## config.mk

```make
export PLATFORM = sky130hd
export DESIGN_NAME = dmem_bus_arbiter
export DESIGN_NICKNAME = d
export VERILOG_FILES = /design/src/rtl/dmem_bus_arbiter.sv
export SDC_FILE = /design/constraint.sdc
export NUM_CORES = 1
export LEC_CHECK = 0
export CAP_MARGIN = 15
export CORE_MARGIN = 3
export CORE_UTILIZATION = 30
export CTS_CLUSTER_DIAMETER = 30
export CTS_CLUSTER_SIZE = 25
export DETAILED_ROUTE_END_ITERATION = 10
export MAX_ROUTING_LAYER = met4
export REMOVE_ABC_BUFFERS = 1
export SLEW_MARGIN = 20
export SYNTH_ARGS = -nofsm -noshare
export SYNTH_HDL_FRONTEND = slang
export SYNTH_SLANG_ARGS = --single-unit
```

## constraint.sdc

```tcl
create_clock -name clock -period 12.97 [get_ports clock]
set_clock_uncertainty 0.15 [all_clocks]
set_input_delay 3.891 -clock clock [delete_from_list [all_inputs] [get_ports clock]]
set_output_delay 3.891 -clock clock [all_outputs]
set_load 0.01 [all_outputs]
```

## src/rtl/dmem_bus_arbiter.sv

```systemverilog
// Two-master round-robin arbiter and sequencer for the shared data-memory / I/O bus.
// Each grant runs one ACC cycle on the bus, then one DONE cycle that acks the owner.
module dmem_bus_arbiter #(
    parameter int ADDR_W = 32,
    parameter int DATA_W = 32,
    parameter int IO_BIT = 7
) (
    input  logic              clock,
    input  logic              reset,
    input  logic              m0_req,
    input  logic [ADDR_W-1:0] m0_addr,
    input  logic [DATA_W-1:0] m0_wdata,
    input  logic              m0_we,
    output logic              m0_ack,
    output logic [DATA_W-1:0] m0_rdata,
    input  logic              m1_req,
    input  logic [ADDR_W-1:0] m1_addr,
    input  logic [DATA_W-1:0] m1_wdata,
    input  logic              m1_we,
    output logic              m1_ack,
    output logic [DATA_W-1:0] m1_rdata,
    output logic [ADDR_W-1:0] mem_addr,
    output logic [DATA_W-1:0] mem_datain,
    output logic              mem_we,
    input  logic [DATA_W-1:0] mem_dataout,
    output logic              io_sel,
    output logic              busy
);

    typedef enum logic [1:0] {
        IDLE,
        ACC,
        DONE
    } state_t;

    state_t state;
    logic   own;
    logic   last;

    logic              pick_valid;
    logic              pick;
    logic [ADDR_W-1:0] pick_addr;
    logic [DATA_W-1:0] pick_wdata;
    logic              pick_we;

    // In DONE only the master that was not just acked may be granted.
    always_comb begin
        pick_valid = 1'b0;
        pick       = own;
        if (state == IDLE) begin
            pick_valid = m0_req | m1_req;
            pick       = (m0_req & m1_req) ? ~last : m1_req;
        end else if (state == DONE) begin
            pick       = ~own;
            pick_valid = own ? m0_req : m1_req;
        end
        pick_addr  = pick ? m1_addr  : m0_addr;
        pick_wdata = pick ? m1_wdata : m0_wdata;
        pick_we    = pick ? m1_we    : m0_we;
    end

    always_ff @(posedge clock or posedge reset) begin
        if (reset) begin
            state      <= IDLE;
            own        <= 1'b0;
            last       <= 1'b1;
            m0_ack     <= 1'b0;
            m1_ack     <= 1'b0;
            m0_rdata   <= '0;
            m1_rdata   <= '0;
            mem_addr   <= '0;
            mem_datain <= '0;
            mem_we     <= 1'b0;
            io_sel     <= 1'b0;
            busy       <= 1'b0;
        end else begin
            m0_ack <= 1'b0;
            m1_ack <= 1'b0;
            unique case (state)
                IDLE, DONE: begin
                    if (pick_valid) begin
                        state      <= ACC;
                        own        <= pick;
                        mem_addr   <= pick_addr;
                        mem_datain <= pick_wdata;
                        mem_we     <= pick_we;
                        io_sel     <= pick_addr[IO_BIT];
                        busy       <= 1'b1;
                    end else begin
                        state <= IDLE;
                        busy  <= 1'b0;
                    end
                end
                ACC: begin
                    if (!mem_we) begin
                        if (own) m1_rdata <= mem_dataout;
                        else     m0_rdata <= mem_dataout;
                    end
                    if (own) m1_ack <= 1'b1;
                    else     m0_ack <= 1'b1;
                    last   <= own;
                    mem_we <= 1'b0;
                    io_sel <= 1'b0;
                    state  <= DONE;
                end
                default: begin
                    state  <= IDLE;
                    mem_we <= 1'b0;
                    io_sel <= 1'b0;
                    busy   <= 1'b0;
                end
            endcase
        end
    end

endmodule

```

### Word level (Yosys, flattened, before mapping)

Cells that the tools add are included.

* eq/ne operators: 3
* muxes and demuxes: 21
* reductions and logical operators: 5
* bitwise logic cells: 5

Operators by type and width (count)
* 2-to-1 mux 32 bit: 2
* 2-to-1 mux 1 bit: 17
* AND reduction 3 bit: 2
* one-hot mux 2 bit (2 select lines): 1
* NOT 1 bit: 3
* == test 2 x 1 -> 1 bit (second input constant): 1
* == test 2 bit (second input constant): 1
* zero test 2 bit: 1
* != test 2 bit (second input constant): 1
* one-hot mux 1 bit (2 select lines): 1
* AND reduction 2 bit: 1
* OR reduction 2 bit: 1
* AND 1 bit: 1
* bitwise OR 1 bit: 1

* bits in registers: 137
* word-level logic and storage cells: 46

### Logic depth before layout (Yosys ltp)

* depth after elaboration: 6
* depth in mapped cells: 6
* depth with buffers taken out: 5

### Worst setup path before layout

No wires, ideal clock.

* path type: input -> register
* start point: in m1_req
* end point: reg mem_addr[4]
* path slack: 7790 ps
* setup time: 77 ps
* data arrival time: 4953 ps
* data required time: 12743 ps
* stages: 6
* buffers on the path: 2
* cells stage by stage: a21boi_0 > a211oi_1 > buf_2 > buf_2 > a221oi_1 > a21oi_1

* word-level cells in the longest chain between the ends: 4
* elaborated cells on any way between the ends: 9
* classes of those cells: 6 x mux; 2 x bitwise; 1 x reduce/logical

Ends and longest elaborated chain
* start: declaration: line 16 `input logic m1_req,`
* AND 1 bit / 2-to-1 mux 1 bit (equally long branches): line 52, 55
* 2-to-1 mux 1 bit (on tied branches): line 52, 53
* 2-to-1 mux 1 bit: line 50 `if (state == IDLE) begin`
* 2-to-1 mux 32 bit / AND reduction 2 bit (equally long branches)
* end signal: assignment: line 84 `mem_addr <= pick_addr;`
* end: declaration: line 22 `output logic [ADDR_W-1:0] mem_addr,`

Parallel ways exist; a longest one is shown, timed or not.
A chain may end at the register's enable or synchronous reset.

### Worst setup path in the final report

* start point: in m1_req
* end point: reg io_sel

* word-level cells in the longest chain between the ends: 6
* elaborated cells on any way between the ends: 11
* classes of those cells: 1 x eq/ne; 8 x mux; 2 x bitwise

Ends and longest elaborated chain
* AND 1 bit: line 52 `pick = (m0_req & m1_req) ? ~last : m1_req;`
* 2-to-1 mux 1 bit: line 52
* 2-to-1 mux 1 bit: line 50
* 2-to-1 mux 32 bit: line 57 `pick_addr = pick ? m1_addr : m0_addr;`
* 2-to-1 mux 1 bit: line 81 `if (pick_valid) begin`
* 2-to-1 mux 1 bit: line 79 `unique case (state)`
* end signal: assignment: line 87 `io_sel <= pick_addr[IO_BIT];`
* end: declaration: line 26 `output logic io_sel,`

Parallel ways exist; a longest one is shown, timed or not. The select of a mux whose other input is x is not followed.

==> summary.txt <==
STA
  – Final hold violation count: 0
  – Worst setup margin: 6.60 ns
  – Max Fclk: approximately 160 MHz
  – Setup violations, final: 0
  – Fin crit period: 6.37 ns
  – Slew Viols, Final: 0
  – Worst Tran Pin Value: roughly 0.85 ns
  – Worst slew margin: 0.436
  – Sum Neg Setup Slack: 0 ns
  – Unrepaired setup endpoints after global routing: no
  – Final Cycle Share: 0.491

Critical path
  – Worst Setup SP: m1_req
  – Critical Path End Type: flip-flop
  – Reg-to-Reg Start: last$_DFFE_PP1P_
  – WP data required: 13.13 ns
  – Setup crit start kind: input pin
  – Worst path arrival time: 6.53 ns
  – CP max FO: 41
  – Kind of critical path: in -> reg

Routing
  – Met2 Wirelength: 9890 um
  – Post-DRT Antenna Nets: 0
  – Met3 Wirelength: 1800 um
  – DR top layer: met4
  – DRC: 0
  – Total Wirelength: 20,800 um
  – Via count: 5,610
  – Met1 WL: between 8000 and 9000 um
  – TritonRoute pass-1 iters: 5
  – Iter 0 DRT Violations: 247
  – DR WL/cell: between 15 and 20 um
  – Via density: 5.15

Clock tree
  – Clock-pin slew on the worst setup and hold paths: approximately 0.06 ns
  – CTS tree: yes
  – Htree depth: 4
  – Post-CTS Hold Fix Bufs: 0
  – Worst skew pair latency: 0.41 ns
  – Post-CTS Setup Bufs: 0
  – CTS max path bufs: 2
  – Clock root buffer: clkbuf_16
  – CTS Buf Count: 17
  – Post-CTS Resized: 0
  – Sink Count: 137

Run
  – Max_cap viols: 0

Synthesis
  – Seq/Total Area, Yosys: 0.572
  – Count of distinct cell types in the synthesized netlist: 27
  – Dominant synthesized flop cell: dfrtp_1
  – Syn_area_per_cell: 11.2 um2
  – Post-synth ARST share: 1.00
  – Seq cells post-synth: around 140
  – Post-synth EDFFs: 0
  – Mapped Cells: 534
  – Yosys warning total: 0
  – Post-Syn Area: 5990 um2

Floorplanning
  – Die height: 147 um
  – Die area: 21,700 um2
  – Die width: 147 um
  – Total core area: just under 20,000 um2
  – Row cnt: 51
  – Initial Util: 0.307
  – IO Pins: 299

Place
  – I/O Buffers: roughly 300
  – Dpl hpwl: 14,600 um
  – Placer Congestion: 0.825
  – DP Worst Slack: between 6 and 7 ns

Power and ir drop
  – Worst VDD drop: between 0.1 and 0.15 mV
  – Pwr Density: around 260 nW/um2
  – Pleak: just under 4 nW

Layout
  – Net count reported at finish: 978
  – Area Overhead vs Synth: 64.1%
  – Antenna diode count: 0
  – # fillers: 1,759
  – Share of cells above drive strength 1: 0.137
  – Commonest non-fill, non-tap cell in the layout: clkdlybuf4s50_1
  – Most frequent cells in the layout: 298 x clkdlybuf4s50_1, 135 x dfrtp_1, 69 x nor2_1
  – Core Util, Final: 0.503

GRT
  – GR Util All Layers: 0.195
  – Vias in the first global route: 5,791
  – Initial antenna violation count: 0
  – Largest net degree at the start of global routing: 75
  – GRT overflow: 0
  – First-pass GRT wire length: 32,700 um

Status
  – Outcome: completed

Min path
  – Hold Startpoint: busy$_DFFE_PP0N_
  – Hold crit path type: reg -> reg
layer usage:
metal,up-vias,track usage
li1,2542,-
met1,2759,0.245
met2,286,0.303
met3,23,0.0592
met4,0,0.0634
met5,-,-
metrics by stage:
stage	total power, W	hold WS [ns]	instances	instance area [um2]
4_1_cts	0.00259	0.337	1090	9820
5_1_grt	0.00272	0.370	1090	9830
6_report	0.00256	0.333	1090	9830
3_5_place_dp	0.00206	0.323	1058	9210
2_1_floorplan	0.00138	0.342	486	5770
3_3_place_gp	0.00203	0.314	1058	9200
kinds of logic after synthesis:
| group | after synthesis | share of synthesized area |
|---|---|---|
| flops | 137 | 0.572 |
| buf+inv | 51 | 0.0384 |
| compound gates | 201 | 0.212 |
| simple gates | 80 | 0.0547 |
| mux | 65 | 0.122 |
layout make-up:
| type | instances | area (um2) | share of cell area |
|---|---|---|---|
| clock inverters | 14 | 188 | 0.0191 |
| repair buffers | 307 | 3050 | 0.310 |
| well taps | 265 | 332 | 0.0337 |
| flip-flops and latches | 137 | 3430 | 0.349 |
| multi-input cells | 346 | 2380 | 0.242 |
| inverters | 3 | 16.3 | 0.00165 |
| clock buffers | 18 | 429 | 0.0437 |
state kept, by name, indices dropped and copies added, names as in the netlist:
name / cells
m0_ack: 1
busy: 1
m1_rdata: 32
own: 1
state: 2
mem_addr: 32
mem_datain: 32
last: 1
io_sel: 1
mem_we: 1
m0_rdata: 32
m1_ack: 1
synth_stat cells, drive strengths merged, types with 2 or more instances:
| cell | number | area (um2) |
|---|---|---|
| a21o | 2 | 15.0 |
| dfrtp | 136 | 3400 |
| a311oi | 2 | 23.8 |
| nor2 | 69 | 259 |
| nand2 | 4 | 15.0 |
| mux2 | 64 | 721 |
| a221oi | 63 | 552 |
| clkbuf | 25 | 93.8 |
| buf | 23 | 125 |
| and2 | 2 | 12.5 |
| o21ai | 64 | 320 |
| inv | 3 | 11.3 |
| a21oi | 65 | 325 |
| nor2b | 2 | 12.5 |
| a211oi | 2 | 15.0 |
critical path: stages:
cell and delay (ns):
clkdlybuf4s50_1 0.55, a21boi_0 0.49, and2_2 0.57, buf_4 0.51, a221oi_1 0.19, a211oi_1 0.28
final timing paths:
check	depth (start not counted)	to	slack, ns
max in group asynchronous	3	m0_rdata[1]$_DFFE_PP0P_	7.46
hold / removal	1	busy$_DFFE_PP0N_	0.33
setup / recovery	6	io_sel$_DFFE_PP0P_	6.60
hold reg to reg	1	busy$_DFFE_PP0N_	0.33
min in group asynchronous	2	m1_rdata[13]$_DFFE_PP0P_	3.82
setup reg to reg	5	io_sel$_DFFE_PP0P_	10.31
power breakdown:
| group | switching [W] | internal [W] | total (W) |
|---|---|---|---|
| clock | 0.000204 | 0.000309 | 0.000512 |
| combinational | 0.000591 | 0.000672 | 0.00126 |
| sequential | 0.000128 | 0.000654 | 0.000782 |
Note: power is estimated with default switching activity, not from simulation.
